**src/rtl/fetch_pc_gen_pkg.sv**
```systemverilog
// Shared types for the fetch PC sequencer: address type, pending-table and
// output-queue entry layouts.
package fetch_pc_gen_pkg;

    localparam int unsigned ADDR_W      = 32;
    localparam int unsigned INSTR_BYTES = 4;

    typedef logic [ADDR_W-1:0] addr;

    typedef struct packed {
        addr  pc;
        logic kill;
    } fetch_entry_t;

    typedef struct packed {
        addr         pc;
        logic [31:0] instr;
    } fetched_t;

endpackage

```
**src/rtl/fetch_pc_gen_if.sv**
```systemverilog
// Bundle of the redirect, instruction-memory and decode handshakes seen by the
// fetch PC sequencer. master = the sequencer, slave = its environment.
interface fetch_pc_gen_if
    import fetch_pc_gen_pkg::*;
();

    logic        redirect_valid;
    addr         redirect_target;
    logic        flush;
    logic        req_valid;
    logic        req_ready;
    addr         req_addr;
    logic        resp_valid;
    logic [31:0] resp_instr;
    logic        out_valid;
    logic        out_ready;
    addr         out_pc;
    logic [31:0] out_instr;

    modport master (
        input  redirect_valid, redirect_target, req_ready, resp_valid, resp_instr, out_ready,
        output flush, req_valid, req_addr, out_valid, out_pc, out_instr
    );

    modport slave (
        output redirect_valid, redirect_target, req_ready, resp_valid, resp_instr, out_ready,
        input  flush, req_valid, req_addr, out_valid, out_pc, out_instr
    );

endinterface

```
**src/rtl/fetch_pc_gen_sync_fifo.sv**
```systemverilog
// Synchronous FIFO with wrap-bit pointers; exposes storage indices so callers
// can keep per-entry side state aligned with the stored data.
module fetch_pc_gen_sync_fifo #(
    parameter type         T     = logic,
    parameter int unsigned DEPTH = 4,
    localparam int unsigned AW   = $clog2(DEPTH)
) (
    input  logic          clk,
    input  logic          rst,
    input  logic          clear,
    input  logic          push,
    input  T              wdata,
    input  logic          pop,
    output T              rdata,
    output logic [AW:0]   count,
    output logic          full,
    output logic          empty,
    output logic [AW-1:0] wr_idx,
    output logic [AW-1:0] rd_idx
);

    logic [AW:0] wptr_q, rptr_q;
    T            mem_q [DEPTH];

    assign wr_idx = wptr_q[AW-1:0];
    assign rd_idx = rptr_q[AW-1:0];
    assign count  = wptr_q - rptr_q;
    assign empty  = (wptr_q == rptr_q);
    assign full   = (wptr_q[AW] != rptr_q[AW]) && (wr_idx == rd_idx);
    assign rdata  = mem_q[rd_idx];

    always_ff @(posedge clk) begin
        if (rst || clear) begin
            wptr_q <= '0;
            rptr_q <= '0;
        end else begin
            if (push && !full) begin
                wptr_q <= wptr_q + 1'b1;
            end
            if (pop && !empty) begin
                rptr_q <= rptr_q + 1'b1;
            end
        end
    end

    always_ff @(posedge clk) begin
        if (push && !full && !clear) begin
            mem_q[wr_idx] <= wdata;
        end
    end

endmodule

```
**src/rtl/fetch_pc_gen.sv**
```systemverilog
// Fetch PC sequencer: issues in-order fetches under a credit limit, pairs
// responses with their PCs, and squashes wrong-path work on a redirect.
module fetch_pc_gen
    import fetch_pc_gen_pkg::*;
#(
    parameter int unsigned XLEN         = ADDR_W,
    parameter addr         RESET_VECTOR = 32'h8000_0000,
    parameter int unsigned DEPTH        = 4
) (
    input  logic           clk,
    input  logic           rst,
    fetch_pc_gen_if.master bus
);

    localparam int unsigned AW = $clog2(DEPTH);

    typedef enum logic [0:0] {StRun, StFlush} state_e;

    state_e           state_q, state_d;
    addr              pc_q, pc_d;
    logic [DEPTH-1:0] kill_q, kill_d;
    addr              target_aligned;
    logic             req_valid, req_fire;

    addr              pend_pc;
    logic [AW:0]      pend_count;
    logic             pend_full, pend_empty, pend_pop;
    logic [AW-1:0]    pend_wr_idx, pend_rd_idx;
    fetch_entry_t     pend_head;

    fetched_t         outq_wdata, outq_rdata;
    logic [AW:0]      outq_count;
    logic             outq_full, outq_empty, outq_push, outq_pop;
    logic [AW-1:0]    outq_wr_idx, outq_rd_idx;
    logic             unused_outq_idx;

    assign target_aligned = {bus.redirect_target[XLEN-1:2], 2'b00};

    // Requests plus buffered responses never exceed DEPTH, so a response
    // always has room in the output queue.
    assign req_valid = !rst && ((32'(pend_count) + 32'(outq_count)) < DEPTH);
    assign req_fire  = req_valid && bus.req_ready;

    assign pend_pop  = bus.resp_valid && !pend_empty;
    assign pend_head = '{pc: pend_pc, kill: kill_q[pend_rd_idx]};

    assign outq_push  = pend_pop && !pend_head.kill;
    assign outq_wdata = '{pc: pend_head.pc, instr: bus.resp_instr};
    assign outq_pop   = bus.out_valid && bus.out_ready;

    assign bus.req_valid = req_valid;
    assign bus.req_addr  = pc_q;
    assign bus.out_valid = !rst && !outq_empty;
    assign bus.out_pc    = outq_rdata.pc;
    assign bus.out_instr = outq_rdata.instr;

    assign unused_outq_idx = ^{outq_wr_idx, outq_rd_idx};

    fetch_pc_gen_sync_fifo #(
        .T     (addr),
        .DEPTH (DEPTH)
    ) u_pend_fifo (
        .clk    (clk),
        .rst    (rst),
        .clear  (1'b0),
        .push   (req_fire),
        .wdata  (pc_q),
        .pop    (pend_pop),
        .rdata  (pend_pc),
        .count  (pend_count),
        .full   (pend_full),
        .empty  (pend_empty),
        .wr_idx (pend_wr_idx),
        .rd_idx (pend_rd_idx)
    );

    fetch_pc_gen_sync_fifo #(
        .T     (fetched_t),
        .DEPTH (DEPTH)
    ) u_out_fifo (
        .clk    (clk),
        .rst    (rst),
        .clear  (bus.redirect_valid),
        .push   (outq_push),
        .wdata  (outq_wdata),
        .pop    (outq_pop),
        .rdata  (outq_rdata),
        .count  (outq_count),
        .full   (outq_full),
        .empty  (outq_empty),
        .wr_idx (outq_wr_idx),
        .rd_idx (outq_rd_idx)
    );

    always_comb begin
        pc_d   = pc_q;
        kill_d = kill_q;
        if (req_fire) begin
            pc_d                = pc_q + addr'(INSTR_BYTES);
            kill_d[pend_wr_idx] = 1'b0;
        end
        // Marking every slot also covers an entry accepted this same cycle.
        if (bus.redirect_valid) begin
            pc_d   = target_aligned;
            kill_d = '1;
        end
    end

    always_ff @(posedge clk) begin
        if (rst) begin
            state_q <= StRun;
            pc_q    <= RESET_VECTOR;
            kill_q  <= '0;
        end else begin
            state_q <= state_d;
            pc_q    <= pc_d;
            kill_q  <= kill_d;
        end
    end

    always_comb begin
        state_d = state_q;
        unique case (state_q)
            StRun:   state_d = bus.redirect_valid ? StFlush : StRun;
            StFlush: state_d = bus.redirect_valid ? StFlush : StRun;
            default: state_d = StRun;
        endcase
    end

    always_comb begin
        bus.flush = !rst && (state_q == StFlush);
    end

`ifndef SYNTHESIS
    resp_needs_pending: assert property (@(posedge clk) disable iff (rst)
        bus.resp_valid |-> !pend_empty);
    redirect_word_aligned: assert property (@(posedge clk) disable iff (rst)
        bus.redirect_valid |-> (bus.redirect_target[1:0] == 2'b00));
    pend_no_overflow: assert property (@(posedge clk) disable iff (rst)
        req_fire |-> !pend_full);
    outq_no_overflow: assert property (@(posedge clk) disable iff (rst)
        outq_push |-> !outq_full);
`endif

endmodule

```
**src/flat_wrapper.sv**
```systemverilog
// flat-port wrapper written by rule: the top's interface ports become plain ports
module fetch_pc_gen_flat import fetch_pc_gen_pkg::*;
#(
    parameter int unsigned XLEN         = ADDR_W,
    parameter addr         RESET_VECTOR = 32'h8000_0000,
    parameter int unsigned DEPTH        = 4
)
  (clk, rst, bus_redirect_valid, bus_redirect_target, bus_req_ready, bus_resp_valid, bus_resp_instr, bus_out_ready, bus_flush, bus_req_valid, bus_req_addr, bus_out_valid, bus_out_pc, bus_out_instr);
  fetch_pc_gen_if bus_i ();
  input  logic clk;
  input  logic rst;
  input wire logic [$bits(bus_i.redirect_valid)-1:0] bus_redirect_valid;
  input wire logic [$bits(bus_i.redirect_target)-1:0] bus_redirect_target;
  input wire logic [$bits(bus_i.req_ready)-1:0] bus_req_ready;
  input wire logic [$bits(bus_i.resp_valid)-1:0] bus_resp_valid;
  input wire logic [$bits(bus_i.resp_instr)-1:0] bus_resp_instr;
  input wire logic [$bits(bus_i.out_ready)-1:0] bus_out_ready;
  output wire logic [$bits(bus_i.flush)-1:0] bus_flush;
  output wire logic [$bits(bus_i.req_valid)-1:0] bus_req_valid;
  output wire logic [$bits(bus_i.req_addr)-1:0] bus_req_addr;
  output wire logic [$bits(bus_i.out_valid)-1:0] bus_out_valid;
  output wire logic [$bits(bus_i.out_pc)-1:0] bus_out_pc;
  output wire logic [$bits(bus_i.out_instr)-1:0] bus_out_instr;
  assign bus_i.redirect_valid = bus_redirect_valid;
  assign bus_i.redirect_target = bus_redirect_target;
  assign bus_i.req_ready = bus_req_ready;
  assign bus_i.resp_valid = bus_resp_valid;
  assign bus_i.resp_instr = bus_resp_instr;
  assign bus_i.out_ready = bus_out_ready;
  assign bus_flush = bus_i.flush;
  assign bus_req_valid = bus_i.req_valid;
  assign bus_req_addr = bus_i.req_addr;
  assign bus_out_valid = bus_i.out_valid;
  assign bus_out_pc = bus_i.out_pc;
  assign bus_out_instr = bus_i.out_instr;
  fetch_pc_gen #(.XLEN(XLEN), .RESET_VECTOR(RESET_VECTOR), .DEPTH(DEPTH)) u_core (.clk(clk), .rst(rst), .bus(bus_i));
endmodule
```
**config.mk**
```make
export PLATFORM = sky130hd
export DESIGN_NAME = fetch_pc_gen_flat
export DESIGN_NICKNAME = d
export VERILOG_FILES = /design/src/rtl/fetch_pc_gen_pkg.sv /design/src/rtl/fetch_pc_gen_if.sv /design/src/rtl/fetch_pc_gen_sync_fifo.sv /design/src/rtl/fetch_pc_gen.sv /design/src/flat_wrapper.sv
export SDC_FILE = /design/constraint.sdc
export NUM_CORES = 1
export LEC_CHECK = 0
export ABC_AREA = 1
export BUFFER_PORTS_ARGS = -buffer_cell sky130_fd_sc_hd__buf_2
export CAP_MARGIN = 20
export CELL_PAD_IN_SITES_DETAIL_PLACEMENT = 0
export CELL_PAD_IN_SITES_GLOBAL_PLACEMENT = 1
export CORE_MARGIN = 2
export CORE_UTILIZATION = 52
export DETAILED_ROUTE_END_ITERATION = 10
export HOLD_SLACK_MARGIN = 0.03
export PLACE_DENSITY_LB_ADDON = 0.1
export SYNTH_ARGS = -nofsm -noshare
export SYNTH_HDL_FRONTEND = slang
export SYNTH_HIERARCHICAL = 1
export SYNTH_SLANG_ARGS = --single-unit
```
**constraint.sdc**
```tcl
create_clock -name clk -period 17.5 [get_ports clk]
set_input_delay 2.625 -clock clk [delete_from_list [all_inputs] [get_ports clk]]
set_output_delay 2.625 -clock clk [all_outputs]
set_load 0.02 [all_outputs]
```
-- Word-level counts from Yosys, hierarchy flattened
Memory sizes are Yosys's and may differ from the RTL's. A register that Yosys moved wholly into a read port is not among the register bits.
Cells that the tools add are included.
- register bits: 49
- RAM bits: 384
- input bits: 70
- output and inout bits: 99
- logic and storage cells: 72
- memories: 2
- $add $sub $neg: 8
- order comparisons: 4
- eq/ne operators: 6
- multiplexer cells: 17
- bitwise operators: 2
- reductions and logical operators: 25
- memory list (memory ; depth ; width ; read ports ; clocked after Yosys merged registers in ; wr ports ; line ; source):
    u_core.u_out_fifo.mem_q ; 4 ; 64 ; 1 ; 1 ; 1 ; fetch_pc_gen_sync_fifo.sv:23 ; T mem_q [DEPTH];
    u_core.u_pend_fifo.mem_q ; 4 ; 32 ; 1 ; 1 ; 1 ; fetch_pc_gen_sync_fifo.sv:23 ;
- operator list (cell ; count):
    32-bit 2-to-1 mux ; 2
    32-bit by 3-bit adder with 32-bit output (second input constant) ; 1
    32-bit by 3-bit < comparator with 1-bit output (second input constant) ; 1
    1-bit logical AND ; 15
    3-bit by 1-bit adder with 3-bit output (second input constant) ; 4
    2-bit 2-to-1 mux ; 4
    4-bit 2-to-1 mux ; 2
    1-bit zero test ; 7
    1-bit 2-to-1 mux ; 7
    3-bit == test ; 2
    2-bit by 3-bit < comparator with 1-bit output (second input constant) ; 2
    3-bit subtractor ; 2
    3-bit by 3-bit adder with 4-bit output ; 1
    4-bit bitwise AND ; 1
    2-bit == test ; 2
    4-bit NOT ; 1
    1-bit binary-select mux with 2-bit select ; 1
    1-bit demux with 2-bit select ; 1
    2-bit by 1-bit >= comparator with 1-bit output (second input constant) ; 1
    1-bit inequality test ; 2
    2-bit nonzero test ; 1
    2-bit OR reduction ; 1
    1-bit logical OR ; 1

-- Longest topological paths before layout
- depth after elaboration: 8
- gate-level depth with buffers: 14
- gate-level depth less buffers: 14

-- Cells and area by module
The synthesis kept the hierarchy.
- by module, submodules not included (module ; times used ; cells an instance ; area each (sq um) ; sequential area each (sq um)):
    fetch_pc_gen_sync_fifo at u_core.u_out_fifo ; 1 ; 698 ; 10053.4 ; 7847.5
    fetch_pc_gen_sync_fifo at u_core.u_pend_fifo ; 1 ; 388 ; 5321.4 ; 4003.8
    fetch_pc_gen ; 1 ; 400 ; 2437.3 ; 700.7

-- Worst setup path after synthesis
Ideal clock, no wire load.
- path type: input port to flip-flop
- start point: input bus_resp_valid
- end point: memory u_core/u_out_fifo/mem_q[3][0] in the netlist's numbering, enable pin
- library setup time: 0.565 ns
- arrival: 7.784 ns
- data required time: 16.935 ns
- setup slack: 9.151 ns
- stages: 6
- buffers on the path: 0
- cells stage by stage: inv_1 nor2_1 o21ai_0 nor2_1 nand2_1 nor3_1
- longest elaborated chain between the ends: 6
- RTL lines (what ; line ; source):
    start, declared ; flat_wrapper.sv:15 ; input wire logic [$bits(bus_i.resp_valid)-1:0] bus_resp_valid;
    1-bit logical AND ; fetch_pc_gen.sv:44 ; assign pend_pop = bus.resp_valid && !pend_empty;
    named net u_core.pend_pop ; fetch_pc_gen.sv:27 ; logic pend_full, pend_empty, pend_pop;
    1-bit logical AND ; fetch_pc_gen.sv:47 ; assign outq_push = pend_pop && !pend_head.kill;
    named net u_core.outq_push ; fetch_pc_gen.sv:33 ; logic outq_full, outq_empty, outq_push, outq_pop;
    1-bit logical AND (2 in series) ; fetch_pc_gen_sync_fifo.sv:47 ; if (push && !full && !clear) begin
    1-bit 2-to-1 mux ; fetch_pc_gen_sync_fifo.sv:47 ;
    1-bit 2-to-1 mux (implied by the code) ; fetch_pc_gen_sync_fifo.sv:48 ; mem_q[wr_idx] <= wdata;
    end, declared ; fetch_pc_gen_sync_fifo.sv:23 ;
The timed path passes the listed nets, and every way through them passes these cells.

-- Final worst setup path
- start point: input rst
- end point: output bus_req_valid
- longest elaborated chain between the ends: 2
- RTL lines (what ; line ; source):
    start, declared ; flat_wrapper.sv:11 ; input logic rst;
    1-bit zero test ; fetch_pc_gen.sv:41 ; assign req_valid = !rst && ((32'(pend_count) + 32'(outq_count)) < DEPTH);
    1-bit logical AND ; fetch_pc_gen.sv:41 ;
    end, declared ; flat_wrapper.sv:19 ; output wire logic [$bits(bus_i.req_valid)-1:0] bus_req_valid;
No other way between the ends.

==> summary.md <==
| Metric | Value |
|---|---|
| Status | complete, no violations |
| PwrDens | 105.9 nW/um^2 |
| Clock root buffer | clkbuf_16 |
| Drt first-iter violations | 803 |
| Remaining antenna violation count | 0 |
| Final min period | 6.198 ns |
| DRT Pass-1 Iters | 4 |
| Critical Path RT | 14.88 ns |
| CTS tree | yes |
| CTS Buf Count | 45 |
| Post-Synthesis Cells | 1,482 |
| Clock buffer depth | 3 |
| RSZ-0062 raised after global routing | no |
| Maxcap violations | 0 |
| Post-route DRC | 0 |
| Fin. Hold Viols | 0 |
| Initial antenna violation count | 0 |
| DIE AREA | 35,690 sq um |
| Lkg Pwr | 7.302 nW |
| Row Count | 67 |
| Clock sink count | 435 |
| Vias in the first global route | 10,773 |
| Io pins | 169 |
| Area growth syn-to-layout | 14.27% |
| Largest net degree at the start of global routing | 105 |
| Detailed placement HPWL | 21.69 mm |
| Cts hold-fix bufs | 0 |
| Die X | 188.9 um |
| Vias/cell | 5.406 |
| Slew Limit Headroom | 30.50% |
| Slew at the pin closest to its max-slew limit | 1.042 ns |
| Clk Latency, worst-skew pair | 0.56 ns |
| Clock-pin slew on the worst setup and hold paths | 0.06 ns |
| Commonest non-fill, non-tap cells in the layout | edfxtp_1, nor2_1, buf_2 |
| Synth Cell Area | 17,780 sq um |
| CP arrival | 3.57 ns |
| Syn avg cell area | 12.00 sq um |
| All-layer global routing usage | 21.57% |
| WS Path Type | input port to output port |
| Most common cell after layout, fill and taps aside | edfxtp_1 |
| Share of layout cells above drive strength 1 | 16.96% |
| Total core area | 33,620 sq um |
| Post-CTS Resized | 0 |
| Slew Limit Fails | 0 |
| Crit share post-route | 35.42% |
| H-Tree Depth | 2 |
| Initial cell density of the core | 52.90% |
| Final-report setup violation count | 0 |
| First-pass GRT wire length | 60.09 mm |
| Nets | 1,731 |
| Power, Total | 2.152 mW |
| Routability cong. | 0.8108 |
| Peak supply drop | 70.39 uV |
| Fmax | 161.4 MHz |
| Worst-path fanout max | 34 |
| Critical path capture point type | output port |
| Port-buffer cells | 164 |
| Via count | 11,482 |
| Fin Clk Skew | 0.01399 ns |
| Die extent in y | 188.9 um |
| Total grt overflow | 0 |
| Post-CTS setup buffer count | 0 |
| Hold Crit Class | flip-flop to flip-flop |
| WHS | 0.4651 ns |
| Synth Warn # | 6 |
| CP Launch Type | input port |
| Routed wire per std cell | 18.12 um |
| Setup TNS | 0 ns |
| Routed wire length | 38.49 mm |
[state kept, by name, indices dropped and copies added, names as in the netlist, named ones only]
name and count:
u_core/u_pend_fifo/rptr_q 3, u_core/state_q 1, u_core/u_pend_fifo/mem_q 128, u_core/u_pend_fifo/wptr_q 3, u_core/bus.req_addr 30, u_core/u_out_fifo/rptr_q 3, u_core/kill_q 4, u_core/u_out_fifo/wptr_q 3
u_core/u_out_fifo/mem_q 256
[worst max-delay path, cell delays in order]
cell and delay (ns):
buf_2 0.58, nor2_4 0.07, nand3_1 0.11, inv_1 0.04, buf_2 0.15
[final timing paths]
kind                                                                start                                       end  slack, ns  cells after the start
worst min-delay path                        u_core/kill_q[3]$_SDFFE_PP0P_             u_core/kill_q[3]$_SDFFE_PP0P_       0.47                      2
worst max-delay path                                                  rst                             bus_req_valid      11.30                      5
worst max register to register  u_core/u_pend_fifo/wptr_q[0]$_SDFFE_PP0P_  u_core/u_out_fifo/mem_q[1][48]$_DFFE_PP_      13.59                     12
worst min register to register              u_core/kill_q[3]$_SDFFE_PP0P_             u_core/kill_q[3]$_SDFFE_PP0P_       0.47                      2
[report_power, final]
| part | switching (mW) | total (mW) | internal (mW) |
|---|---|---|---|
| registers | 0.0142 | 1.15 | 1.14 |
| clock network | 0.386 | 0.934 | 0.548 |
| logic | 0.0443 | 0.0655 | 0.0212 |
[stage by stage]
step / cell area (sq um) / setup WS (ns) / instances / utilization (%)
after floorplan: 17830 / 9.151 / 1494 / -
after global placement: 18870 / 11.27 / 2043 / 56.12
after detailed placement: 18870 / 11.27 / 2043 / 56.12
after CTS: 20320 / 11.27 / 2123 / 60.44
after global routing: 20320 / 11.18 / 2123 / 60.44
final: 20320 / 11.30 / 2124 / 60.45
[per-layer routing]
metal,vias to the layer above,global-route usage (%),part of all wire (%)
met5,-,0,0
met4,0,6.010,2.1
met3,63,3.429,6.1
met2,341,34.98,46
met1,5479,30.50,45
li1,5599,-,-
[layout make-up]
cell class	instances	area (sq um)
diodes	1	2.502
clock buffers	57	1202
clock inverters	23	249.0
fillers	2660	13300
inverters	88	335.3
multi-input cells	894	4486
flip-flops and latches	435	12560
well taps	448	560.5
repair buffers	178	925.9
(Power assumes the default switching activity.)
